`config.mk`:
```
export PLATFORM = sky130hd
export DESIGN_NAME = apb4_slave_if
export DESIGN_NICKNAME = d
export VERILOG_FILES = /design/src/rtl/apb4_slave_if.sv
export SDC_FILE = /design/constraint.sdc
export NUM_CORES = 1
export LEC_CHECK = 0
export BUFFER_PORTS_ARGS = -buffer_cell sky130_fd_sc_hd__buf_2
export CORE_ASPECT_RATIO = 1.2
export CORE_MARGIN = 4
export CORE_UTILIZATION = 38
export CTS_CLUSTER_DIAMETER = 100
export DETAILED_ROUTE_END_ITERATION = 10
export GPL_TIMING_DRIVEN = 0
export PLACE_DENSITY = 0.78
export SLEW_MARGIN = 20
export SYNTH_ARGS = -nofsm -noshare
export SYNTH_HDL_FRONTEND = slang
export SYNTH_SLANG_ARGS = --single-unit
```
`constraint.sdc`:
```
create_clock -name clk -period 4 [get_ports clk]
set_clock_uncertainty 0.1 [all_clocks]
set_input_delay 0.4 -clock clk [delete_from_list [all_inputs] [get_ports clk]]
set_output_delay 0.4 -clock clk [all_outputs]
set_load 0.1 [all_outputs]
```
`src/rtl/apb4_slave_if.sv`:
```
// APB4 slave front-end: sequences SETUP/ACCESS, holds the transfer stable for
// the register bank and returns PREADY/PRDATA/PSLVERR, with a response timeout.
module apb4_slave_if #(
  parameter int ADDR_W    = 12,
  parameter int DATA_W    = 32,
  parameter int TIMEOUT   = 16,
  parameter int PRIV_ONLY = 0
) (
  input  logic                  clk,
  input  logic                  rst,
  input  logic                  psel,
  input  logic                  penable,
  input  logic                  pwrite,
  input  logic [ADDR_W-1:0]     paddr,
  input  logic [DATA_W-1:0]     pwdata,
  input  logic [DATA_W/8-1:0]   pstrb,
  input  logic [2:0]            pprot,
  output logic                  pready,
  output logic [DATA_W-1:0]     prdata,
  output logic                  pslverr,
  output logic [ADDR_W-1:0]     addr,
  output logic [DATA_W-1:0]     wdata,
  output logic [DATA_W/8-1:0]   w_strb,
  output logic                  write_en,
  output logic                  read_en,
  input  logic [DATA_W-1:0]     rdata,
  input  logic                  rd_ready,
  input  logic                  wr_ready,
  input  logic                  err_resp
);
  localparam int               CNT_W   = $clog2(TIMEOUT);
  localparam logic [CNT_W-1:0] CNT_MAX = CNT_W'(TIMEOUT - 1);

  typedef enum logic [1:0] {IDLE, ACCESS, WAIT, RESP} state_t;
  state_t state, state_nxt;

  logic             is_wr;
  logic [CNT_W-1:0] cnt;
  logic             setup, priv_rej, zero_strb, rd_done, wr_done, tmo;
  logic             unused_prot;

  assign unused_prot = &{1'b0, pprot[2:1]};

  assign setup     = (state == IDLE) && psel && !penable;
  assign priv_rej  = (PRIV_ONLY != 0) && !pprot[0];
  assign zero_strb = pwrite && (pstrb == '0);
  assign rd_done   = (state == WAIT) && !is_wr && rd_ready;
  assign wr_done   = (state == WAIT) &&  is_wr && wr_ready;
  // A ready arriving on the last allowed WAIT cycle still wins over the timeout.
  assign tmo       = (state == WAIT) && !rd_done && !wr_done && (cnt == CNT_MAX);

  always_ff @(posedge clk) begin
    if (rst) state <= IDLE;
    else     state <= state_nxt;
  end

  always_comb begin
    state_nxt = state;
    write_en  = 1'b0;
    read_en   = 1'b0;
    pready    = 1'b0;
    case (state)
      IDLE: begin
        if (setup) state_nxt = (priv_rej || zero_strb) ? RESP : ACCESS;
      end
      ACCESS: begin
        write_en  = is_wr;
        read_en   = !is_wr;
        state_nxt = psel ? WAIT : IDLE;
      end
      WAIT: begin
        read_en = !is_wr;
        if (!psel)                          state_nxt = IDLE;
        else if (rd_done || wr_done || tmo) state_nxt = RESP;
      end
      RESP: begin
        pready    = 1'b1;
        state_nxt = IDLE;
      end
      default: state_nxt = IDLE;
    endcase
  end

  always_ff @(posedge clk) begin
    if (rst) begin
      addr    <= '0;
      wdata   <= '0;
      w_strb  <= '0;
      is_wr   <= 1'b0;
      cnt     <= '0;
      prdata  <= '0;
      pslverr <= 1'b0;
    end else begin
      // Early rejects load their final error flag here and skip the bank.
      if (setup) begin
        addr    <= paddr;
        wdata   <= pwdata;
        w_strb  <= pstrb;
        is_wr   <= pwrite;
        pslverr <= priv_rej;
      end
      if (state == ACCESS) cnt <= '0;
      if (state == WAIT && psel) begin
        if (rd_done) begin
          prdata  <= rdata;
          pslverr <= err_resp;
        end else if (wr_done) begin
          pslverr <= 1'b0;
        end else if (tmo) begin
          prdata  <= '0;
          pslverr <= 1'b1;
        end else begin
          cnt <= cnt + 1'b1;
        end
      end
      if (state == RESP) pslverr <= 1'b0;
    end
  end
endmodule
```
After elaboration in Yosys (flattened, before gate mapping)
Index checks and enable logic that the tools add are counted.
- flip-flop bits (word level): 88
- output and inout bits: 84
- word-level logic and storage cells: 62
- add/sub/neg operators: 1
- eq/ne operators: 7
- multiplexer cells: 22
- reduce and logical (&&, ||, !) cells: 24
- operator list (cell ; number):
    $mux W32 ; 3
    $mux W4 ; 5
    $logic_and A1 B1 Y1 ; 11
    $mux W2 ; 5
    $mux W1 ; 8
    $pmux W2 S4 ; 1
    $add A4 B1 Y4 const B ; 1
    $eq A2 B2 Y1 const B ; 2
    $eq A4 B4 Y1 const B ; 1
    $logic_not A1 Y1 ; 4
    $logic_not A4 Y1 ; 1
    $ne A2 B2 Y1 const B ; 2
    $reduce_or A2 Y1 ; 2
    $ne A3 B2 Y1 const B ; 1
    $reduce_and A3 Y1 ; 1
    $eq A2 B1 Y1 const B ; 1
    $logic_not A2 Y1 ; 1
    $logic_or A1 B1 Y1 ; 2
    $reduce_and A2 Y1 ; 1
    $reduce_bool A2 Y1 ; 1

Depth between registers and ports, before layout
Gate-level depths: netlist (run 1).
- depth in word-level cells: 11
- mapped depth: 8
- depth with buffers taken out: 6

Worst setup path before layout (run 1)
No wires, ideal clock.
- path kind: register to register
- from: register state[0]
- to: register cnt[1]
- arrival: 1637 ps
- slack: 2192 ps
- cell stages (with the launch flop): 8
- buffers on the path: 1
- period minus slack after synthesis: 1808 ps
- path through: dfxtp_1 -> inv_1 -> ha_1 -> and2_2 -> clkbuf_1 -> and3_4 -> or3b_1 -> a21oi_1
- longest elaborated chain between the ends: 11
- elaborated cells between the ends (all ways): 17
- those cells by class: 2 x eq/ne; 5 x mux; 10 x reduce/logical
- ends and longest elaborated chain (item ; RTL line ; source):
    from (decl) ; 35 ; state_t state, state_nxt;
    from (signal assigned) ; 54 ; else state <= state_nxt;
    $eq A2 B2 Y1 ; - ;
    $logic_and A1 B1 Y1 (2 in a row) ; 47 ; assign rd_done = (state == WAIT) && !is_wr && rd_ready;
    $logic_not A1 Y1 ; 50 ; assign tmo = (state == WAIT) && !rd_done && !wr_done && (cnt == CNT_MAX);
    $logic_and A1 B1 Y1 (3 in a row) ; 50 ;
    $mux W4 ; 109 ; end else if (tmo) begin
    $mux W4 ; 107 ; end else if (wr_done) begin
    $mux W4 ; 104 ; if (rd_done) begin
    $mux W4 * ; 103 ; if (state == WAIT && psel) begin
    to (signal assigned) ; 113 ; cnt <= cnt + 1'b1;
    to (decl) ; 38 ; logic [CNT_W-1:0] cnt;
Mark *: on every way between the ends. The rest lies on a longest branch, timed or not.
A chain may end at the register's enable or synchronous reset.

Worst setup path in the final report (run 1)
- from: register state[0]
- to: output read_en
- longest elaborated chain between the ends: 3
- elaborated cells between the ends (all ways): 4
- those cells by class: 2 x eq/ne; 1 x mux; 1 x reduce/logical
- ends and longest elaborated chain (item ; RTL line ; source):
    $eq A2 B2 Y1 / $eq A2 B1 Y1 (equally long branches) ; 62 ; case (state)
    $reduce_or A2 Y1 (no line) * ; - ;
    $mux W1 * ; - ;
    to (decl) ; 25 ; output logic read_en,
Marked as above.

==> flow_metrics.env, run 1 <==
export IMPL_outcome="finished clean"
export IMPL_finalHoldViolations=0
export IMPL_cts_tree="done"
export IMPL_start_kind="flop"
export IMPL_htreeDepth=3
export IMPL_finalSetupViolCount=0
export IMPL_drt_pass1_iterations=4
export IMPL_post_cts_setup_buffer_count=0
export IMPL_grt_first_pass_wirelength_mm=13.8
export IMPL_clockBufferDepth=2
export IMPL_synthesis_nets=443
export IMPL_power_switching_fraction=0.455
export IMPL_power_mw=2.59
export IMPL_via_count_of_the_first_global_routing_pass=2957
export IMPL_power_leakage_nw=2.07
export IMPL_post_cts_resize_count=0
export IMPL_routed_via_count=3056
export IMPL_achievable_frequency_ghz=0.454
export IMPL_top_level_ports=175
export IMPL_syn_to_final_growth_pct=36.4
export IMPL_cts_clk_slew_worst_paths_ns=0.08
export IMPL_commonest_non_fill_non_tap_cell_in_the_layout="sky130_fd_sc_hd__buf_2"
export IMPL_layout_net_count=625
export IMPL_post_cts_hold_buffer_count=0
export IMPL_die_area_um2=9840
export IMPL_placement_setup_worst_slack_ns=1.95
export IMPL_crit_buf_inv=2
export IMPL_hold_class="in -> reg"
export IMPL_power_ir_vdd_worst_v=0.000285
export IMPL_timing_critical_path_fanout_max=4
export IMPL_slowest_stage="sky130_fd_sc_hd__buf_2"
export IMPL_cpPeakStageDelay_ns=0.43
export IMPL_post_syn_area_um2=3160
export IMPL_final_fill_count=776
export IMPL_drv_max_cap_violation_count=0
export IMPL_cts_root_buffer_cell="sky130_fd_sc_hd__clkbuf_8"
export IMPL_p_sw_mw=1.18
export IMPL_tritoncts_num_buffers=9
export IMPL_finalSetupTns_ns=0
export IMPL_pwr_share_clk=0.210
export IMPL_starting_density_of_the_core=0.389
export IMPL_route_detailed_drc=0
export IMPL_hold_ws_ns=0.158
export IMPL_clk_latency_ns=0.34
export IMPL_endpoint_kind="output pin"
export IMPL_final_antenna_net_count=0
export IMPL_p_comb_frac=0.402
export IMPL_type_of_the_worst_setup_path="reg -> out"
export IMPL_postSynthAreaPerCell_um2=9.12
export IMPL_worst_endpoint_arrival_ns=1.70
export IMPL_sequentialPowerShare=0.388
export IMPL_routability_congestion_estimate=0.813
export IMPL_synthCells=346
export IMPL_cell_int_power_mw=1.41
export IMPL_totalWireLength_mm=8.55
export IMPL_worstSetupStartpoint="state[0]"
export IMPL_ys_warnings_count=0
export IMPL_period_share=0.550
export IMPL_synth_seq_area_share=0.558
export IMPL_die_h_um=108
export IMPL_ys_seq_elements=88
export IMPL_drv_slew=0
export IMPL_routedWlPerCell_um=13.6
export IMPL_cp_required_ns=3.50
export IMPL_drt_iter0_markers=105
export IMPL_critical_path_top_delay_family="buffers and inverters"
export IMPL_post_drt_via_cell_ratio=4.87
export IMPL_powerDensity_nw_per_um2=602
export IMPL_largest_net_degree_at_the_start_of_global_routing=14
export IMPL_netlist_cell_type_count=33
export IMPL_sequence_of_cells_on_the_critical_path="inv_1 > ha_1 > and2b_2 > buf_2"
export IMPL_numClockSinks=88
export IMPL_die_width_um=91.2
export IMPL_design_core_area_um2=8110
export IMPL_grt_usage=0.177
export IMPL_worst_slew_pin_transition_ns=0.520
export IMPL_slew_headroom=0.653
export IMPL_worstSetupPathDepth=4
export IMPL_placement_io_buffers=171
export IMPL_placement_rows=36
export IMPL_grt_antenna_before_repair=0
export IMPL_finalWorstPathRequiredPeriod_ns=2.20
export IMPL_drive_gt1_frac=0.376
export IMPL_worstReg2RegEnd="state[1]"
export IMPL_detailed_place_hpwl_mm=6.72
export IMPL_globalRoute_totalOverflow=0
export IMPL_timing_critical_path_to="read_en"
export IMPL_timing_reg2reg_setup_slack_ns=1.96
export IMPL_timing_reg2reg_worst_path_depth=7
export IMPL_post_route_worst_setup_slack_ns=1.80
export IMPL_unrepaired_setup_endpoints_after_global_routing="false"
export IMPL_timing_rr_start="state[0]"
export IMPL_mostFrequentLayoutCells="179 x sky130_fd_sc_hd__buf_2, 102 x sky130_fd_sc_hd__nand2_1, 88 x sky130_fd_sc_hd__dfxtp_1, 52 x sky130_fd_sc_hd__a21oi_1, 32 x sky130_fd_sc_hd__a22o_1"
==> metrics by stage <==
| step | instance area (µm²) | utilization | cells |
|---|---|---|---|
| after CTS | 4300 | 0.531 | 627 |
| after global routing | 4300 | 0.531 | 627 |
| final | 4310 | 0.531 | 628 |
| after detailed placement | 4130 | 0.510 | 612 |
| after floorplan | 3160 | - | 346 |
| after global placement | 4130 | 0.510 | 612 |
==> worst min path at each step <==
| stage | start | end | cells after the start |
|---|---|---|---|
| 3_3_place_gp | addr[10] | addr[10] | 2 |
| 6_report | rdata[3] | prdata[3] | 2 |
| 2_1_floorplan | cnt[3] | cnt[3] | 2 |
| 5_1_grt | rdata[7] | prdata[7] | 2 |
| 4_1_cts | rdata[3] | prdata[3] | 2 |
| 3_5_place_dp | wdata[19] | wdata[19] | 2 |
==> cell families after synthesis <==
logic type,count (synthesis),synth area share
AO/OA/AOI/OAI,95,0.196
adder cells (fa/ha/maj),6,0.0238
AND/OR/NAND/NOR,126,0.178
flip-flops,88,0.558
multiplexers,2,0.00634
buffers and inverters,29,0.0377
==> routing by layer <==
layer,GRT usage,up-vias,share of wire
li1,-,1544,-
met1,0.198,1374,0.39
met2,0.299,121,0.50
met3,0.0510,17,0.074
met4,0.0991,0,0.027
met5,0,-,0
==> flip-flops by register name (all words and copies together), names as in the netlist <==
signal   count
addr        12
wdata       32
is_wr        1
prdata      32
w_strb       4
state        2
pslverr      1
cnt          4
==> Yosys cell counts, drive strengths merged <==
cell type,instances,area [µm²]
nand2,102,383
dfxtp,88,1760
a21oi,52,260
a22o,32,280
clkbuf,15,56.3
buf,9,43.8
ha,6,75.1
inv,5,18.8
nor2,5,18.8
and2,3,21.3
nor4,3,25.0
o21ai,3,15.0
a211oi,2,15.0
a31oi,2,12.5
mux2i,2,20.0
nand3,2,10.0
nand4b,2,17.5
nor3,2,15.0
a221oi,1,8.76
a32oi,1,8.76
and2b,1,8.76
and3,1,11.3
and3b,1,8.76
nand2b,1,6.26
nand3b,1,7.51
nand4,1,21.3
o211a,1,10.0
o211ai,1,7.51
or3b,1,8.76
==> power groups by stage <==
stage | combinational, mW | sequential (mW) | clock [mW]
6_report | 1.04 | 1.01 | 0.543
2_1_floorplan | 0.341 | 1.53 | 0
4_1_cts | 1.05 | 1.01 | 0.575
3_5_place_dp | 1.05 | 1.03 | 0
5_1_grt | 1.11 | 1.02 | 0.612
3_3_place_gp | 1.03 | 1.02 | 0
==> area by class of cell <==
type	instances	area (µm²)	area share
multi-input combinational	229	1280	0.296
sequential	88	1760	0.409
inverter	5	18.8	0.00436
buffer	24	100	0.0232
tap	95	119	0.0276
clock inverter	3	17.5	0.00407
timing repair buffer	171	856	0.199
antenna	1	2.50	0.000581
clock buffer	12	155	0.0360
Power figures use the tool's default switching activity.
==> inputs of run 2 (changes only) <==
clock period = 2.3 ns   (was 4 ns; I/O delays follow)
==> flow_metrics.env, run 2 (same netlist as run 1, synthesis figures left out) <==
export IMPL_whs_path_depth=3
export IMPL_post_cts_setup_buffer_count=0
export IMPL_power_ir_vdd_worst_v=0.000496
export IMPL_htreeDepth=3
export IMPL_tritoncts_num_buffers=9
export IMPL_worst_endpoint_arrival_ns=2.20
export IMPL_hold_ws_ns=0.0266
export IMPL_route_detailed_drc=0
export IMPL_die_width_um=91.2
export IMPL_powerDensity_nw_per_um2=943
export IMPL_placement_io_buffers=171
export IMPL_cts_clk_slew_worst_paths_ns=0.09
export IMPL_routability_congestion_estimate=0.813
export IMPL_finalSetupTns_ns=0
export IMPL_numClockSinks=88
export IMPL_worstReg2RegEnd="state[1]"
export IMPL_final_antenna_net_count=0
export IMPL_biggestRegsByFlops="prdata x32, wdata x32, addr x12"
export IMPL_period_share=0.893
export IMPL_starting_density_of_the_core=0.389
export IMPL_final_fill_count=700
export IMPL_cts_root_buffer_cell="sky130_fd_sc_hd__clkbuf_8"
export IMPL_largest_net_degree_at_the_start_of_global_routing=14
export IMPL_hold_class="in -> reg"
export IMPL_die_area_um2=9840
export IMPL_drt_pass1_iterations=4
export IMPL_timing_rr_start="state[0]"
export IMPL_routed_via_count=3300
export IMPL_type_of_the_worst_setup_path="reg -> reg"
export IMPL_power_mw=4.60
export IMPL_unrepaired_setup_endpoints_after_global_routing="false"
export IMPL_worst_hold_path_endpoint="wdata[18]"
export IMPL_routedWlPerCell_um=14.5
export IMPL_syn_to_final_growth_pct=54.5
export IMPL_commonest_non_fill_non_tap_cell_in_the_layout="sky130_fd_sc_hd__buf_2"
export IMPL_post_drt_via_cell_ratio=4.82
export IMPL_mostFrequentLayoutCells="179 x sky130_fd_sc_hd__buf_2, 102 x sky130_fd_sc_hd__nand2_1, 88 x sky130_fd_sc_hd__dfxtp_1, 57 x sky130_fd_sc_hd__dlygate4sd3_1, 52 x sky130_fd_sc_hd__a21oi_1"
export IMPL_via_count_of_the_first_global_routing_pass=3313
export IMPL_timing_reg2reg_worst_path_depth=7
export IMPL_globalRoute_totalOverflow=0
export IMPL_cp_required_ns=2.44
export IMPL_finalWorstPathRequiredPeriod_ns=2.05
export IMPL_start_kind="flop"
export IMPL_grt_usage=0.202
export IMPL_grt_antenna_before_repair=0
export IMPL_drv_slew=0
export IMPL_layout_net_count=682
export IMPL_power_leakage_nw=2.31
export IMPL_timing_critical_path_fanout_max=7
export IMPL_clk_latency_ns=0.34
export IMPL_achievable_frequency_ghz=0.487
export IMPL_grt_first_pass_wirelength_mm=15.8
export IMPL_detailed_place_hpwl_mm=6.72
export IMPL_totalWireLength_mm=9.90
export IMPL_slew_headroom=0.666
export IMPL_drt_iter0_markers=130
export IMPL_finalHoldViolations=0
export IMPL_clockBufferDepth=2
export IMPL_drive_gt1_frac=0.340
export IMPL_outcome="finished clean"
export IMPL_top_level_ports=175
export IMPL_drv_max_cap_violation_count=0
export IMPL_design_core_area_um2=8110
export IMPL_timing_reg2reg_setup_slack_ns=0.25
export IMPL_post_cts_resize_count=0
export IMPL_endpoint_kind="flop"
export IMPL_cts_tree="done"
export IMPL_worst_slew_pin_transition_ns=0.487
export IMPL_finalSetupViolCount=0
export IMPL_placement_rows=36
export IMPL_die_h_um=108
export IMPL_hold_start="pwdata[18]"
run 2: cell count changes in the layout (fill, tap and decap cells not counted):
cell | previous run | this run
sky130_fd_sc_hd__dlygate4sd3_1 | 0 | 57
run 2: how the worst max path moves through the flow:
stage,start,end,depth (start not counted)
after floorplan,state[0],cnt[1],7
after global placement,state[0],state[1],7
after detailed placement,state[0],state[1],7
after CTS,state[0],state[1],7
after global routing,state[0],state[1],7
final,state[0],state[1],7
run 2: metrics by stage:
step / instances / worst slack, ns / area [µm²] / utilization
floorplan: 346 / 0.492 / 3160 / -
global placement: 612 / 0.356 / 4130 / 0.510
detailed placement: 612 / 0.251 / 4130 / 0.510
CTS: 684 / 0.236 / 4870 / 0.601
global route: 684 / 0.0653 / 4870 / 0.601
finish: 685 / 0.246 / 4880 / 0.602
run 2: critical path: stages, from the launching register on:
cell                       delay (ns)
sky130_fd_sc_hd__dfxtp_1         0.39
sky130_fd_sc_hd__inv_1           0.10
sky130_fd_sc_hd__ha_1            0.27
sky130_fd_sc_hd__and2_2          0.21
sky130_fd_sc_hd__clkbuf_1        0.18
sky130_fd_sc_hd__a32oi_1         0.39
sky130_fd_sc_hd__o211ai_1        0.15
sky130_fd_sc_hd__o211a_1         0.15
run 2: repair_timing:
action	CTS	global route
hold buffers	57	0
setup endpoints to repair	0	0
endpoints found under the hold margin	57	0
run 2: power by group:
group,internal (mW),total [mW],switching [mW],leakage (nW)
Sequential,1.67,1.75,0.0838,0.714
Clock,0.443,0.948,0.505,0.0882
Combinational,0.409,1.90,1.49,1.51
run 2: cell type report:
type / instances / area (µm²) / share of cell area
Tap cell: 95 / 119 / 0.0244
Timing Repair Buffer: 228 / 1430 / 0.292
Clock buffer: 12 / 155 / 0.0318
Buffer: 24 / 100 / 0.0205
Sequential cell: 88 / 1760 / 0.361
Inverter: 5 / 18.8 / 0.00385
Multi-Input combinational cell: 229 / 1280 / 0.262
Antenna cell: 1 / 2.50 / 0.000513
Clock inverter: 3 / 17.5 / 0.00359
run 2: layer usage:
metal  track usage  up-vias  share of wire
met5             0        -              0
met4         0.103        0          0.025
met3        0.0517       20          0.065
met2         0.362      133           0.52
met1         0.219     1489           0.39
li1              -     1658              -
==> inputs of run 3 (changes only) <==
CORE_UTILIZATION = 44   (was 38)
GPL_ROUTABILITY_DRIVEN = 0   (was default)
PLACE_DENSITY = 0.87   (was 0.78)
==> flow_metrics.env, run 3 (same netlist as run 1, synthesis figures left out) <==
export IMPL_outcome="finished clean"
export IMPL_routedWlPerCell_um=15.0
export IMPL_final_fill_count=534
export IMPL_mostFrequentLayoutCells="179 x sky130_fd_sc_hd__buf_2, 102 x sky130_fd_sc_hd__nand2_1, 88 x sky130_fd_sc_hd__dfxtp_1, 52 x sky130_fd_sc_hd__a21oi_1, 37 x sky130_fd_sc_hd__dlygate4sd3_1"
export IMPL_die_h_um=101
export IMPL_timing_reg2reg_setup_slack_ns=0.20
export IMPL_htreeDepth=3
export IMPL_cpPeakStageDelay_ns=0.40
export IMPL_die_area_um2=8600
export IMPL_route_detailed_drc=0
export IMPL_cts_clk_slew_worst_paths_ns=0.09
export IMPL_sequence_of_cells_on_the_critical_path="inv_1 > ha_1 > and2_2 > clkbuf_1 > a32oi_1 > o211ai_1 > o211a_1"
export IMPL_grt_antenna_before_repair=0
export IMPL_worst_endpoint_arrival_ns=2.24
export IMPL_critical_path_top_delay_family="compound AO/OA/AOI/OAI gates"
export IMPL_post_detailed_placement_cell_area_um2=4120
export IMPL_post_cts_hold_buffer_count=36
export IMPL_power_leakage_nw=2.24
export IMPL_crit_buf_inv=2
export IMPL_period_share=0.915
export IMPL_grt_usage=0.232
export IMPL_timing_critical_path_fanout_max=7
export IMPL_top_level_ports=175
export IMPL_finalSetupViolCount=0
export IMPL_drv_slew=0
export IMPL_unrepaired_setup_endpoints_after_global_routing="false"
export IMPL_via_count_of_the_first_global_routing_pass=3380
export IMPL_layout_net_count=662
export IMPL_starting_density_of_the_core=0.458
export IMPL_die_width_um=85.3
export IMPL_largest_net_degree_at_the_start_of_global_routing=17
export IMPL_hold_ws_ns=0.00670
export IMPL_endpoint_kind="flop"
export IMPL_slowest_stage="sky130_fd_sc_hd__a32oi_1"
export IMPL_hold_class="in -> reg"
export IMPL_clockBufferDepth=2
export IMPL_type_of_the_worst_setup_path="reg -> reg"
export IMPL_commonest_non_fill_non_tap_cell_in_the_layout="sky130_fd_sc_hd__buf_2"
export IMPL_cp_required_ns=2.44
export IMPL_globalRoute_totalOverflow=0
export IMPL_start_kind="flop"
export IMPL_post_cts_setup_buffer_count=0
export IMPL_finalWorstPathRequiredPeriod_ns=2.10
export IMPL_powerDensity_nw_per_um2=1000
export IMPL_post_cts_resize_count=0
export IMPL_finalHoldViolations=0
export IMPL_cts_tree="done"
export IMPL_design_core_area_um2=6900
export IMPL_drt_pass1_iterations=5
export IMPL_achievable_frequency_ghz=0.475
export IMPL_numClockSinks=88
export IMPL_routed_via_count=3297
export IMPL_stdcell_area_um2=4690
export IMPL_drv_max_cap_violation_count=0
export IMPL_tritoncts_num_buffers=9
export IMPL_totalWireLength_mm=9.84
export IMPL_post_drt_via_cell_ratio=5.02
export IMPL_placement_rows=33
export IMPL_biggestRegsByFlops="prdata x32, wdata x32, addr x12"
export IMPL_final_antenna_net_count=0
export IMPL_post_route_worst_setup_slack_ns=0.195
export IMPL_drive_gt1_frac=0.354
export IMPL_worst_slew_pin_transition_ns=0.518
export IMPL_finalSetupTns_ns=0
export IMPL_syn_to_final_growth_pct=48.7
export IMPL_placement_io_buffers=171
export IMPL_cts_root_buffer_cell="sky130_fd_sc_hd__clkbuf_8"
export IMPL_drt_iter0_markers=155
export IMPL_n_antenna_cell=0
export IMPL_detailed_place_hpwl_mm=6.80
export IMPL_placement_setup_worst_slack_ns=0.238
export IMPL_clk_latency_ns=0.35
export IMPL_slew_headroom=0.655
export IMPL_grt_first_pass_wirelength_mm=15.9
export IMPL_power_ir_vdd_worst_v=0.000534
run 3: cell count changes in the layout (fill, tap and decap cells not counted), sizes merged:
| cell | change |
|---|---|
| dlygate4sd3 | -20 |
| clkbuf | -3 |
| bufinv | +1 |
| diode | -1 |
| clkinvlp | -1 |
| clkinv | +1 |
| inv | +3 |
run 3: cell type report:
cell class                      count  area, µm²  area share
Inverter                            5       18.8     0.00400
Multi-Input combinational cell    229       1280       0.272
Clock inverter                      7       77.6      0.0165
Sequential cell                    88       1760       0.375
Timing Repair Buffer              208       1230       0.261
Clock buffer                        9        124      0.0264
Tap cell                           87        109      0.0232
Buffer                             24        100      0.0213
run 3: worst register-to-register path, delay by kind of cell (launching register included):
kind                       cells  cell delay [ns]
and+or+nand+nor                1             0.22
adders and majority gates      1             0.29
buffers and inverters          2             0.28
DFF                            1             0.39
AOI/OAI and AO/OA              3             0.72
run 3: per-layer routing:
| layer | track usage | up-vias | part of all wire |
|---|---|---|---|
| li1 | - | 1623 | - |
| met1 | 0.249 | 1515 | 0.38 |
| met2 | 0.431 | 139 | 0.53 |
| met3 | 0.0572 | 20 | 0.075 |
| met4 | 0.0914 | 0 | 0.020 |
| met5 | 0 | - | 0 |
run 3: final timing paths:
path              from    endpoint  cells past startpoint
max           state[0]    state[1]                      7
min          rdata[14]  prdata[14]                      2
max reg2reg   state[0]    state[1]                      7
min reg2reg  wdata[18]   wdata[18]                      2
run 3: per-stage QoR:
stage / power (mW) / instances / util
after floorplan: 3.25 / 346 / -
after global placement: 3.57 / 604 / 0.598
after detailed placement: 3.61 / 604 / 0.598
after CTS: 4.73 / 656 / 0.679
after global routing: 4.92 / 657 / 0.681
final: 4.71 / 657 / 0.681
run 3: where the power goes:
group	total, mW	internal (mW)	switching (mW)
clock network	1.08	0.516	0.561
registers	1.75	1.67	0.0843
logic	1.88	0.387	1.49
total	4.71	2.57	2.14
